### config.mk
export PLATFORM = sky130hd
export DESIGN_NAME = branch_pc_unit
export DESIGN_NICKNAME = d
export VERILOG_FILES = /design/src/rtl/branch_pc_unit_pkg.sv /design/src/rtl/branch_pc_unit_cond_eval.sv /design/src/rtl/branch_pc_unit.sv
export SDC_FILE = /design/constraint.sdc
export NUM_CORES = 1
export LEC_CHECK = 0
export CORE_MARGIN = 2
export CORE_UTILIZATION = 49
export CTS_CLUSTER_DIAMETER = 60
export DETAILED_ROUTE_END_ITERATION = 12
export GPL_TIMING_DRIVEN = 1
export PLACE_DENSITY_LB_ADDON = 0.08
export SLEW_MARGIN = 15
export SYNTH_ARGS = -nofsm -noshare
export SYNTH_HDL_FRONTEND = slang
export SYNTH_SLANG_ARGS = --single-unit
export TNS_END_PERCENT = 100
### constraint.sdc
create_clock -name clk -period 2.6 [get_ports clk]
set_input_delay 0.52 -clock clk [delete_from_list [all_inputs] [get_ports clk]]
set_output_delay 0.52 -clock clk [all_outputs]
set_load 0.02 [all_outputs]
### src/rtl/branch_pc_unit_pkg.sv
// Shared types for the branch/PC unit: condition codes, FSM states, flag-triple layout.
package branch_pkg;

    typedef enum logic [2:0] {
        EQ  = 3'd0,
        AB  = 3'd1,
        BL  = 3'd2,
        AE  = 3'd3,
        BE  = 3'd4,
        NE  = 3'd5,
        AL  = 3'd6,
        RSV = 3'd7
    } cond_e;

    typedef enum logic {
        RUN   = 1'b0,
        FLUSH = 1'b1
    } state_e;

    // Flag triple is packed as {above, equal, below}.
    localparam int unsigned FLAG_BELOW = 0;
    localparam int unsigned FLAG_EQUAL = 1;
    localparam int unsigned FLAG_ABOVE = 2;

    function automatic logic is_one_hot(input logic [2:0] f);
        return (f == 3'b001) || (f == 3'b010) || (f == 3'b100);
    endfunction

endpackage

### src/rtl/branch_pc_unit_cond_eval.sv
// Combinational branch condition evaluation against a comparator flag triple.
module branch_cond_eval
    import branch_pkg::*;
(
    input  logic [2:0] flags,
    input  logic       flags_ok,
    input  logic [2:0] code,
    output logic       cond_true
);

    logic ab;
    logic eq;
    logic bl;

    assign ab = flags[FLAG_ABOVE];
    assign eq = flags[FLAG_EQUAL];
    assign bl = flags[FLAG_BELOW];

    always_comb begin
        cond_true = 1'b0;
        if (!flags_ok) begin
            // Without a valid comparison only the unconditional code may fire.
            cond_true = (code == AL);
        end else begin
            case (cond_e'(code))
                EQ:      cond_true = eq;
                AB:      cond_true = ab;
                BL:      cond_true = bl;
                AE:      cond_true = ab | eq;
                BE:      cond_true = bl | eq;
                NE:      cond_true = !eq;
                AL:      cond_true = 1'b1;
                default: cond_true = 1'b0;
            endcase
        end
    end

endmodule

### src/rtl/branch_pc_unit.sv
// Flag register, branch/jump FSM and program counter with registered fetch-flush.
// Optional branch outcome counters when BRANCH_STATS_EN is defined.
module branch_pc_unit
    import branch_pkg::*;
#(
    parameter int unsigned PC_W         = 10,
    parameter int unsigned RESET_PC     = 0,
    parameter int unsigned FLUSH_CYCLES = 1
) (
    input  logic            clk,
    input  logic            rst_n,
    input  logic            cmp_valid,
    input  logic            above,
    input  logic            equal,
    input  logic            below,
    input  logic            step,
    input  logic            br_valid,
    input  logic [2:0]      br_cond,
    input  logic [PC_W-1:0] br_offset,
    input  logic            jmp_valid,
    input  logic [PC_W-1:0] jmp_target,
    output logic [PC_W-1:0] pc,
    output logic            flush,
    output logic            taken,
    output logic            flags_ok,
    output logic            flag_err
`ifdef BRANCH_STATS_EN
    ,
    output logic [15:0]     br_taken_cnt,
    output logic [15:0]     br_nottaken_cnt
`endif
);

    localparam logic [PC_W-1:0] RST_PC     = PC_W'(RESET_PC);
    localparam logic [PC_W-1:0] PC_ONE     = PC_W'(1);
    localparam logic [2:0]      FLUSH_INIT = 3'(FLUSH_CYCLES - 1);

    state_e          state_q, state_d;
    logic [PC_W-1:0] pc_q, pc_d;
    logic [2:0]      cnt_q, cnt_d;
    logic            flush_q, flush_d;
    logic            taken_q, taken_d;
    logic [2:0]      flags_q;
    logic            flags_ok_q;
    logic            flag_err_q;

    logic [2:0]      flags_in;
    logic [2:0]      eval_flags;
    logic            eval_ok;
    logic            cond_true;

    assign flags_in = {above, equal, below};

    // Same-cycle compare result is forwarded ahead of the stored flags.
    assign eval_flags = cmp_valid ? flags_in : flags_q;
    assign eval_ok    = cmp_valid | flags_ok_q;

    branch_cond_eval u_cond_eval (
        .flags     (eval_flags),
        .flags_ok  (eval_ok),
        .code      (br_cond),
        .cond_true (cond_true)
    );

    always_ff @(posedge clk) begin
        if (!rst_n) begin
            flags_q    <= '0;
            flags_ok_q <= 1'b0;
            flag_err_q <= 1'b0;
        end else if (cmp_valid) begin
            flags_q    <= flags_in;
            flags_ok_q <= 1'b1;
            if (!is_one_hot(flags_in)) begin
                flag_err_q <= 1'b1;
            end
        end
    end

    always_ff @(posedge clk) begin
        if (!rst_n) begin
            state_q <= RUN;
            pc_q    <= RST_PC;
            cnt_q   <= '0;
            flush_q <= 1'b0;
            taken_q <= 1'b0;
        end else begin
            state_q <= state_d;
            pc_q    <= pc_d;
            cnt_q   <= cnt_d;
            flush_q <= flush_d;
            taken_q <= taken_d;
        end
    end

    always_comb begin
        state_d = state_q;
        pc_d    = pc_q;
        cnt_d   = cnt_q;
        flush_d = 1'b0;
        taken_d = 1'b0;
        case (state_q)
            RUN: begin
                if (jmp_valid) begin
                    pc_d    = jmp_target;
                    state_d = FLUSH;
                    cnt_d   = FLUSH_INIT;
                    flush_d = 1'b1;
                    taken_d = 1'b1;
                end else if (br_valid) begin
                    if (cond_true) begin
                        pc_d    = pc_q + br_offset;
                        state_d = FLUSH;
                        cnt_d   = FLUSH_INIT;
                        flush_d = 1'b1;
                        taken_d = 1'b1;
                    end else begin
                        pc_d = pc_q + PC_ONE;
                    end
                end else if (step) begin
                    pc_d = pc_q + PC_ONE;
                end
            end
            FLUSH: begin
                // Counter holds remaining flush cycles after the current one.
                if (cnt_q == '0) begin
                    state_d = RUN;
                end else begin
                    cnt_d   = cnt_q - 3'd1;
                    flush_d = 1'b1;
                end
            end
            default: begin
                state_d = RUN;
            end
        endcase
    end

`ifdef BRANCH_STATS_EN
    logic        br_accept;
    logic [15:0] taken_cnt_q;
    logic [15:0] nottaken_cnt_q;

    assign br_accept = (state_q == RUN) && br_valid && !jmp_valid;

    always_ff @(posedge clk) begin
        if (!rst_n) begin
            taken_cnt_q    <= '0;
            nottaken_cnt_q <= '0;
        end else if (br_accept) begin
            if (cond_true) begin
                if (taken_cnt_q != '1) begin
                    taken_cnt_q <= taken_cnt_q + 16'd1;
                end
            end else begin
                if (nottaken_cnt_q != '1) begin
                    nottaken_cnt_q <= nottaken_cnt_q + 16'd1;
                end
            end
        end
    end

    assign br_taken_cnt    = taken_cnt_q;
    assign br_nottaken_cnt = nottaken_cnt_q;
`endif

    assign pc       = pc_q;
    assign flush    = flush_q;
    assign taken    = taken_q;
    assign flags_ok = flags_ok_q;
    assign flag_err = flag_err_q;

endmodule

**Word-level counts from Yosys, hierarchy flattened**

Index checks and enable logic that the tools add are counted.

- Register bits after elaboration: 20
- Bits in latches: 0
- Bits in writable memories: 0
- Bits in read-only memories: 0
- Input port bits: 32
- Output and inout port bits: 14
- Logic and storage cells: 55
- Memories: 0

- Add/subtract/negate cells: 3
- Multiply operators: 0
- Div/mod/pow operators: 0
- Magnitude comparators: 0
- Equality and inequality tests: 12
- Shift operators: 0
- Muxes and demuxes: 17
- Bitwise operators: 6
- Reductions and logical operators: 10

Operators with widths:

| kind | count |
|---|---|
| $mux 10 | 4 |
| $mux 3 | 5 |
| $eq 3x3->1 const B | 4 |
| $add 10x1->10 const B | 1 |
| $add 10x10->10 | 1 |
| $eq 3x2->1 const B | 3 |
| $pmux 1 s7 | 1 |
| $eq 3x1->1 const B | 2 |
| $logic_not 3->1 | 2 |
| $ne 3x3->1 const B | 2 |
| $pmux 3 s2 | 1 |
| $mux 1 | 5 |
| $reduce_and 2->1 | 2 |
| $not 1->1 | 3 |
| $or 1x1->1 | 3 |
| $reduce_and 3->1 | 1 |
| $reduce_bool 3->1 | 1 |
| $sub 3x1->3 const B | 1 |
| $logic_or 1x1->1 | 2 |
| $ne 2x2->1 const B | 1 |
| $pmux 1 s2 | 1 |
| $reduce_or 2->1 | 1 |
| $logic_not 1->1 | 1 |

**Longest topological paths before layout**

- Depth in word-level cells: 8
- Gate-level depth with buffers: 8

**Modules after synthesis**

Synthesis repeated with hierarchy kept, for this count alone.

- Cell total of the unflattened synthesis: 207
- Area, all modules: 1,631.6 um^2

By module, submodules not included:

| module | times used | cells an instance | area each (um^2) | sequential area each (um^2) |
|---|---|---|---|---|
| branch_pc_unit | 1 | 200 | 1,580.3 | 400.4 |
| branch_cond_eval | 1 | 7 | 51.3 | 0.0 |

**Least setup slack after synthesis**

Ideal clock, no wire load.

- Path kind: input -> register
- Start point: input port br_offset[0]
- End point: register pc_q[8], in the netlist pc[8]
- Arrival time: 2.082 ns
- Data required time: 2.481 ns
- Slack: 0.400 ns
- Stages: 8
- Buffers on the path: 0
- Path through: ha_1 fa_1 a211oi_1 o21bai_1 o22ai_1 xor2_1 a211oi_2 o221a_1

- Cells in the longest elaborated chain, start to end: 4

RTL lines:

| element | RTL line | text |
|---|---|---|
| start, declared | branch_pc_unit.sv:19 | `input logic [PC_W-1:0] br_offset,` |
| $add 10x10->10 | branch_pc_unit.sv:111 | `pc_d = pc_q + br_offset;` |
| $mux 10 | branch_pc_unit.sv:110 | `if (cond_true) begin` |
| $mux 10 | branch_pc_unit.sv:109 | `end else if (br_valid) begin` |
| $mux 10 | branch_pc_unit.sv:103 | `if (jmp_valid) begin` |
| end signal, assigned | branch_pc_unit.sv:88 | `pc_q <= pc_d;` |
| end, declared | branch_pc_unit.sv:39 | `logic [PC_W-1:0] pc_q, pc_d;` |

Every way passes these cells.
A chain may end at the register's enable or synchronous reset.

**Final worst setup path**

Same ends and word-level chain as after synthesis.

==> flow_summary.ini <==
[drt]
wl_per_cell_um = 14.1
drc = 0
vias = 1733
drt-vias-per-instance = 5.70
drt-total-wl_um = 4280
ant_nets = 0
drtIter0Drc = 106
drt_pass1_iterations = 4

[worst_setup_path]
r2r_start = pc[0]
start_kind = input pin
critPathRequiredTime_ns = 2.82
crit_type = input pin to register
cp.arrival_ns = 2.60
endpoint_kind = register
critPathMaxFanout = 2
r2r_slack_ns = 0.50
r2r_cells = 8
worst_r2r_endpoint = pc[8]

[sta]
worst_clock_skew_ns = 0.00254
slew_headroom_pct = 74.3
hold_viol_final = 0
setup-violations-final = 0
timing.hold.ws_ns = 0.479
fmax_mhz = 420
post-route-period-util_pct = 91.6
rsz0062_at_grt = no
worst_pin_slew_ns = 0.385
finalMaxSlewViolations = 0
fin_ws_ns = 0.218
period_minus_slack_ns = 2.38

[finish]
fill_cells = 305
final_nets = 304
drive_gt1_share_pct = 10.9
area_growth_pct = 35.6
n_antenna_cell = 0
postLayoutCellArea_mm2 = 0.00233

[die]
fp-row-count = 21
dieWidth_um = 63.2
die_height_um = 63.2
core_region_area_mm2 = 0.00336
start_util_pct = 51.1
ioPinCount = 46
die_area_mm2 = 0.00400

[pwr]
vdd_drop_max_mv = 0.341
p_per_area_mw_per_mm2 = 468
p_leak_nw = 1.00

[worst_hold_path]
holdPathEnd = cnt_q[1]
hold_depth = 1
hold_start = cnt_q[1]
min-delay-path-class = register to register

[clock_tree]
cts_tree = done
numCtsBuffers = 3
cts_max_level = 1
clkTransAtPathRegs_ns = 0.12
clock_path_buffers = 2
insertion_delay_ns = 0.31
cts_resized = 0
cts_setup_buffers = 0
clock_sinks = 20
root_buffer = clkbuf_4
hold_buffers = 0

[placed_design]
place_hpwl_um = 3310
postPlaceCellArea_mm2 = 0.00228
gp_congestion = 0.813
numPortBuffers = 45
pre_cts_ws_ns = -0.101

[yosys]
yosys-top-cells-area = dfxtp_1 23%, ha_1 8.7%, a21oi_1 5.2%
synthTopCellsByCount = 20 x dfxtp_1, 18 x a21oi_1, 12 x ha_1
yosysUniqueCellTypes = 53
synthArstFlopShare_pct = 0
ys_seq_area_share_pct = 23.3
syn-cell-area_mm2 = 0.00172
synth_ff_type = dfxtp_1
synth-seq-cells = 20
synth_top_area_share_pct = 23.3
syn_inst = 205
postSynthAreaPerCell_um2 = 8.38
yosys_warnings = 0
synth_top_cell_by_area = dfxtp_1
syn-num-nets = 250
yosys.cell_count.top_type = dfxtp_1
synth_edf_count = 0

[global_route]
grtUsageTotal_pct = 23.1
grt_pass1_vias = 1632
grt_overflow = 0
grt_start_max_net_pins = 19
grt_pass1_wl_um = 7480
antenna_found_initial = 0

[job]
maxCapViolations = 0

[status]
outcome = complete, no violations
## layout make-up
type | count | area (µm²) | share of cell area [%]
clock inverter | 1 | 30.0 | 1.29
sequential | 20 | 400 | 17.2
timing repair buffer | 59 | 556 | 23.8
multi-input combinational | 168 | 1240 | 53.1
clock buffer | 3 | 22.5 | 0.967
inverter | 7 | 26.3 | 1.13
tap | 46 | 57.6 | 2.47
## metrics by stage
step	instances	TNS, ns	utilization [%]	total power [mW]
after detailed placement	300	-0.274	67.7	0.837
after CTS	304	0	69.3	1.10
after global placement	300	-0.0908	67.7	0.833
final	304	0	69.3	1.09
after global routing	304	0	69.3	1.16
after floorplan	205	0	-	0.658
## cell families after synthesis
group	share of synthesized area [%]
AO/OA/AOI/OAI	30.4
AND/OR/NAND/NOR	22.2
flip-flops	23.3
buffers and inverters	4.66
XOR/XNOR	6.63
adder cells (fa/ha/maj)	9.91
multiplexers	2.91
## worst max path at each step
| stage | start | endpoint | slack (ns) | depth (start not counted) |
|---|---|---|---|---|
| finish | br_offset[0] | pc[8] | 0.22 | 9 |
| global route | cmp_valid | pc[9] | 0.09 | 8 |
| CTS | br_offset[0] | pc[8] | 0.23 | 9 |
| detailed placement | br_offset[0] | pc[8] | -0.10 | 9 |
| global placement | br_offset[0] | pc[8] | -0.04 | 9 |
| floorplan | br_offset[0] | pc[8] | 0.40 | 8 |
## report_power, final
part,internal [mW],switching (mW)
Combinational,0.234,0.220
Sequential,0.334,0.0433
Clock,0.156,0.103
## routing by layer
metal  routed length (µm)  part of all wire (%)  track usage (%)
met5                    0                     0                0
met4                   14                  0.33             3.53
met2                 2000                    47             38.3
met3                  212                   5.0             4.46
met1                 2050                    48             31.6
## registers in the layout (all words and copies together), names as in the netlist
name	count
flag_err	1
flags_ok	1
pc	10
cnt_q	3
flags_q	3
taken	1
flush	1
## placed cells by master, fill, tap and decap left out, drive strengths merged, types with 6 or more instances in the layout
cell type and count:
clkdlybuf4s50 45, buf 14, a211oi 6, and3 10, nand2 11, nand3 6, a21oi 18, dfxtp 20
a21o 7, xor2 7, inv 7, xnor2 6, o21ai 6, nor3 6, nor2 9, ha 12
## critical path, cell delays in order
cell	delay, ns
clkdlybuf4s50_1	0.40
ha_1	0.22
fa_1	0.40
a211oi_1	0.26
o21bai_1	0.14
o22ai_1	0.18
xor2_1	0.20
a211oi_2	0.09
o221a_1	0.20
Note: power is estimated with default switching activity, not from simulation.
